[src/rtl/spram_seq_zxn.sv]
// spram_seq_zxn: FILL / COPY / SUM sequencer that owns the single port of one spram_zxN.
// RAM-side outputs are registered; write data bypasses the register only in the COPY write phase.
module spram_seq_zxn #(
    parameter int DATAWIDTH = 8,
    parameter int ADDRWIDTH = 8
) (
    input  logic                 clocka,
    input  logic                 reset,
    input  logic                 start,
    input  logic [1:0]           cmd,
    input  logic                 dir,
    input  logic [ADDRWIDTH-1:0] src_addr,
    input  logic [ADDRWIDTH-1:0] dst_addr,
    input  logic [ADDRWIDTH:0]   length,
    input  logic [DATAWIDTH-1:0] fill_data,
    input  logic                 abort,
    output logic                 busy,
    output logic                 done,
    output logic                 err,
    output logic [DATAWIDTH-1:0] result,
    output logic [ADDRWIDTH-1:0] ram_address,
    output logic [DATAWIDTH-1:0] ram_data,
    output logic                 ram_wren,
    input  logic [DATAWIDTH-1:0] ram_q
);

    typedef enum logic [2:0] {
        S_IDLE,
        S_FILL,
        S_CRD,
        S_CWR,
        S_SUM,
        S_SUMLAST,
        S_DONE
    } state_t;

    localparam logic [1:0]           CMD_FILL = 2'b00;
    localparam logic [1:0]           CMD_COPY = 2'b01;
    localparam logic [1:0]           CMD_SUM  = 2'b10;
    localparam logic [1:0]           CMD_RSVD = 2'b11;
    localparam logic [ADDRWIDTH-1:0] ADDR_ONE = {{(ADDRWIDTH-1){1'b0}}, 1'b1};
    localparam logic [ADDRWIDTH:0]   CNT_ONE  = {{ADDRWIDTH{1'b0}}, 1'b1};

    state_t                 state_q;
    logic [ADDRWIDTH:0]     cnt_q;
    logic [ADDRWIDTH-1:0]   srcPtr_q;
    logic [ADDRWIDTH-1:0]   dstPtr_q;
    logic                   dir_q;
    logic [DATAWIDTH-1:0]   fillData_q;
    logic [DATAWIDTH-1:0]   acc_q;
    logic                   sumValid_q;
    logic [ADDRWIDTH-1:0]   address_q;
    logic                   wren_q;
    logic                   busy_q;
    logic                   done_q;
    logic                   err_q;
    logic [DATAWIDTH-1:0]   result_q;

    logic [ADDRWIDTH-1:0]   step_d;
    logic [ADDRWIDTH-1:0]   srcNext_d;
    logic [ADDRWIDTH-1:0]   dstNext_d;
    logic [ADDRWIDTH-1:0]   addrNext_d;
    logic [ADDRWIDTH:0]     cntNext_d;
    logic [DATAWIDTH-1:0]   accNext_d;
    logic                   lastWord_d;

    // COPY pointers step by +1 or -1 (all ones); FILL and SUM always walk upwards.
    always_comb begin
        step_d     = dir_q ? {ADDRWIDTH{1'b1}} : ADDR_ONE;
        srcNext_d  = srcPtr_q + step_d;
        dstNext_d  = dstPtr_q + step_d;
        addrNext_d = address_q + ADDR_ONE;
        cntNext_d  = cnt_q - CNT_ONE;
        accNext_d  = acc_q + ram_q;
        lastWord_d = (cnt_q == CNT_ONE);
    end

    always_ff @(posedge clocka) begin
        if (reset) begin
            state_q    <= S_IDLE;
            cnt_q      <= '0;
            srcPtr_q   <= '0;
            dstPtr_q   <= '0;
            dir_q      <= 1'b0;
            fillData_q <= '0;
            acc_q      <= '0;
            sumValid_q <= 1'b0;
            address_q  <= '0;
            wren_q     <= 1'b0;
            busy_q     <= 1'b0;
            done_q     <= 1'b0;
            err_q      <= 1'b0;
            result_q   <= '0;
        end else begin
            done_q <= 1'b0;
            case (state_q)
                S_IDLE: begin
                    wren_q <= 1'b0;
                    if (start) begin
                        acc_q      <= '0;
                        sumValid_q <= 1'b0;
                        err_q      <= 1'b0;
                        dir_q      <= dir;
                        cnt_q      <= length;
                        srcPtr_q   <= src_addr;
                        dstPtr_q   <= dst_addr;
                        fillData_q <= fill_data;
                        if (cmd == CMD_RSVD || length == '0) begin
                            state_q <= S_DONE;
                            done_q  <= 1'b1;
                            err_q   <= (cmd == CMD_RSVD);
                        end else begin
                            busy_q <= 1'b1;
                            case (cmd)
                                CMD_FILL: begin
                                    state_q   <= S_FILL;
                                    address_q <= dst_addr;
                                    wren_q    <= 1'b1;
                                end
                                CMD_COPY: begin
                                    state_q   <= S_CRD;
                                    address_q <= src_addr;
                                end
                                default: begin
                                    state_q   <= S_SUM;
                                    address_q <= src_addr;
                                end
                            endcase
                        end
                    end
                end

                S_DONE: begin
                    state_q <= S_IDLE;
                end

                default: begin
                    if (abort) begin
                        state_q <= S_DONE;
                        wren_q  <= 1'b0;
                        busy_q  <= 1'b0;
                        done_q  <= 1'b1;
                        err_q   <= 1'b1;
                    end else begin
                        case (state_q)
                            S_FILL: begin
                                if (lastWord_d) begin
                                    state_q <= S_DONE;
                                    wren_q  <= 1'b0;
                                    busy_q  <= 1'b0;
                                    done_q  <= 1'b1;
                                end else begin
                                    address_q <= addrNext_d;
                                    cnt_q     <= cntNext_d;
                                end
                            end
                            S_CRD: begin
                                state_q   <= S_CWR;
                                address_q <= dstPtr_q;
                                wren_q    <= 1'b1;
                                srcPtr_q  <= srcNext_d;
                            end
                            S_CWR: begin
                                wren_q <= 1'b0;
                                if (lastWord_d) begin
                                    state_q <= S_DONE;
                                    busy_q  <= 1'b0;
                                    done_q  <= 1'b1;
                                end else begin
                                    state_q   <= S_CRD;
                                    address_q <= srcPtr_q;
                                    dstPtr_q  <= dstNext_d;
                                    cnt_q     <= cntNext_d;
                                end
                            end
                            S_SUM: begin
                                // The first SUM cycle has no read data returned yet.
                                sumValid_q <= 1'b1;
                                if (sumValid_q) begin
                                    acc_q <= accNext_d;
                                end
                                if (lastWord_d) begin
                                    state_q <= S_SUMLAST;
                                end else begin
                                    address_q <= addrNext_d;
                                    cnt_q     <= cntNext_d;
                                end
                            end
                            S_SUMLAST: begin
                                result_q <= accNext_d;
                                state_q  <= S_DONE;
                                busy_q   <= 1'b0;
                                done_q   <= 1'b1;
                            end
                            default: begin
                                state_q <= S_IDLE;
                            end
                        endcase
                    end
                end
            endcase
        end
    end

    assign busy        = busy_q;
    assign done        = done_q;
    assign err         = err_q;
    assign result      = result_q;
    assign ram_address = address_q;
    assign ram_wren    = wren_q;
    assign ram_data    = (state_q == S_CWR) ? ram_q : fillData_q;

endmodule
[config.mk]
export PLATFORM = sky130hd
export DESIGN_NAME = spram_seq_zxn
export DESIGN_NICKNAME = d
export VERILOG_FILES = /design/src/rtl/spram_seq_zxn.sv
export SDC_FILE = /design/constraint.sdc
export NUM_CORES = 1
export LEC_CHECK = 0
export BUFFER_PORTS_ARGS = -buffer_cell sky130_fd_sc_hd__buf_2
export CORE_MARGIN = 4
export CORE_UTILIZATION = 55
export CTS_CLUSTER_SIZE = 16
export DETAILED_ROUTE_END_ITERATION = 10
export PLACE_DENSITY = 0.86
export SLEW_MARGIN = 20
export SYNTH_ARGS = -nofsm -noshare
export SYNTH_HDL_FRONTEND = slang
export SYNTH_SLANG_ARGS = --single-unit
[constraint.sdc]
create_clock -name clocka -period 2.9 [get_ports clocka]
set_clock_uncertainty 0.15 [all_clocks]
set_input_delay 0.145 -clock clocka [delete_from_list [all_inputs] [get_ports clocka]]
set_output_delay 0.145 -clock clocka [all_outputs]
set_load 0.05 [all_outputs]
==> flow_summary.toml <==
[status]
status = "completed"

[yosys]
syn-num-nets = 656
synth_seq_cells = 66
syn_inst = 583
synth_warnings = 0
synth_top_family_by_area = "compound AO/OA/AOI/OAI gates"
ys.flop_type = "dfxtp_1"
synth_edf_count = 0
synth_compound_area_share_pct = 27.9
avgSynthCellArea_um2 = 7.79
async_flop_share_pct = 0
synth_area_mm2 = 0.00454
yosys.area_share.simple_pct = 23.7
synth-xor-area-share_pct = 1.93
seq_area_frac_synth_pct = 29.1
muxShareOfSynthArea_pct = 4.57
synth-adder-area-share_pct = 7.38
ys_types = 75

[worst_setup_path]
rrSetupSlack_ns = 0.27
critPathMaxFanout = 15
cp_data_arrival_time_ns = 2.69
worst-setup-path-type = "register to register"
worstReg2RegEnd = "ram_address[6]"
timing.rr.start = "state_q[0]"
critPathLaunchType = "register"
required_ns = 2.96
cp-end-kind = "register"
ff2ff_path_depth = 6

[clock_network]
worstSkewPairLatency_ns = 0.36
cts_resized = 0
cts_made_buffers = 9
root_buffer = "clkbuf_8"
cts_setup_buffers = 0
path_clk_slew_ns = 0.08
cts_sinks = 66
cts_max_level = 3
clk_path_buf_depth = 2
postCtsHoldBufs = 15
tritoncts = "built"

[finish]
stdcell_count = 778
layout_common_cells = "nand2_1 (75), buf_2 (75), dfxtp_1 (66), a21oi_1 (61), nor2_1 (59)"
synthToLayoutAreaGrowth_pct = 17.7
fin_util_pct = 67.8
antennaDiodeCount = 0
nets = 744
fillCellCount = 640
final_area_mm2 = 0.00535
final_layout_size_suffix_gt1_share_pct = 22.3

[timing]
worst-slew-pin-transition_ns = 0.836
relSlewSlack_pct = 44.3
timing.final.hold_violations = 0
fin_ws_ns = 0.273
fmax_mhz = 381
post-route-min-period_ns = 2.63
maxSlewViolCount = 0
setup_viol = 0
fin_crit_sh_pct = 90.6
rsz0062_at_grt = "false"
setup_tns_ns = 0

[global_route]
grt_pass1_wl_um = 21800
grt_pass1_vias = 4575
grt_max_degree = 46
antenna_found_initial = 0
grt.overflow.total = 0
grt_usage_pct = 27.2

[hold_path]
worstHoldPathCells = 3
holdPathEnd = "srcPtr_q[5]"
hp-start = "src_addr[5]"
hold_path.class = "input pin to register"

[detailed_routing]
wl_per_cell_um = 17.6
vias = 4892
avgViaCountPerCell = 6.29
drc = 0
wirelength_um = 13700
drtPass1Iterations = 6
postRouteAntennaNets = 0
drt_iter0_drc = 413

[floorplan]
core_area_mm2 = 0.00789
num_io_pins = 76
rows = 32
die_w_um = 98.9
die-area_mm2 = 0.00978
die_h_um = 98.9
start_util_pct = 57.6

[placed_design]
dp_hpwl_um = 9830
gp_congestion = 0.971
post_dp_cell_area_mm2 = 0.00502
io_buffers = 75
place_ws_ns = 0.317
dp_cells = 747

[run]
maxCapViolCount = 0

[pwr]
power_density_mw_per_mm2 = 1080
cellLeakagePower_nw = 2.18
ir_drop_mv = 0.620
==> layer usage <==
layer	track usage (%)	share of wire (%)
met3	5.17	8.5
met1	34.2	41
met5	0	0
met4	10.1	2.9
met2	46.2	48
==> stage by stage <==
stage / power [mW] / hold slack, ns
2_1_floorplan: 4.08 / 0.131
5_1_grt: 6.14 / 0.0340
3_3_place_gp: 4.77 / 0.243
3_5_place_dp: 4.91 / 0.246
4_1_cts: 5.67 / 0.00426
6_report: 5.75 / 0.0133
==> registers in the layout, summed over array words and instances (netlist names) <==
signal / cells
cnt_q: 9
acc_q: 8
dstPtr_q: 8
fillData_q: 8
ram_address: 8
result: 8
srcPtr_q: 8
state_q: 3
busy: 1
dir_q: 1
done: 1
err: 1
ram_wren: 1
sumValid_q: 1
==> cell families (layout without fill, tap and decap cells) <==
kind of cell               count (synthesis)  count (layout)
and+or+nand+nor                          226             226
buffers and inverters                     52             145
AOI/OAI and AO/OA                        185             185
xor gates and xnor gates                  10              10
adders and majority gates                 25              25
muxes                                     19              19
DFF                                       66              66
==> area by class of cell <==
| type | count | area (µm²) | share of cell area (%) |
|---|---|---|---|
| timing repair buffer | 108 | 661 | 12.4 |
| clock inverter | 6 | 41.3 | 0.772 |
| clock buffer | 10 | 138 | 2.57 |
| tap | 102 | 128 | 2.39 |
| inverter | 21 | 78.8 | 1.47 |
| multi-input combinational | 465 | 2980 | 55.7 |
| sequential | 66 | 1320 | 24.7 |
==> how the worst max path moves through the flow <==
stage	end	cells past startpoint	startpoint	slack, ns
after floorplan	dstPtr_q[7]	7	dir_q	0.31
after global placement	ram_address[6]	6	state_q[1]	0.42
after detailed placement	dstPtr_q[7]	8	dir_q	0.32
after CTS	dstPtr_q[7]	8	dir_q	0.30
after global routing	dstPtr_q[7]	8	dir_q	0.07
final	ram_address[6]	6	state_q[0]	0.27
==> synthesized netlist by cell type (all sizes together), types with 3 or more instances <==
cell | number | area (µm²)
nand3 | 17 | 85.1
o32ai | 4 | 53.8
nand2b | 3 | 18.8
nor3 | 24 | 125
buf | 9 | 63.8
o21a | 3 | 22.5
nor2 | 60 | 233
a311oi | 7 | 61.3
and2 | 5 | 31.3
o21ai | 30 | 150
mux2i | 5 | 50.1
a221oi | 6 | 70.1
mux2 | 14 | 158
a211oi | 8 | 60.1
o41ai | 3 | 26.3
nor2b | 8 | 50.1
xor2 | 4 | 35.0
xnor2 | 6 | 52.6
inv | 21 | 78.8
o221ai | 5 | 43.8
or3 | 3 | 20.0
clkbuf | 20 | 86.3
a21oi | 67 | 358
a22oi | 14 | 105
a22o | 4 | 35.0
fa | 3 | 60.1
a31oi | 4 | 25.0
or2 | 9 | 56.3
nand2 | 76 | 288
dfxtp | 66 | 1320
o211ai | 4 | 30.0
nor4 | 5 | 31.3
o21bai | 5 | 37.5
ha | 22 | 275
a2111oi | 3 | 26.3
a21o | 3 | 22.5
==> power by group <==
part           total (mW)  internal (mW)  switching (mW)  leakage [nW]
clock               0.727          0.333           0.393        0.0847
combinational        3.52           1.30            2.22          1.56
sequential           1.51           1.18           0.328         0.540
==> worst max-delay path: stages, from the launching register on <==
cell,delay [ns]
dfxtp_1,0.48
or4b_4,0.71
a21oi_1,0.30
a22o_1,0.25
nand2_1,0.26
o21ai_0,0.25
a21oi_1,0.09
(Power assumes the default switching activity.)
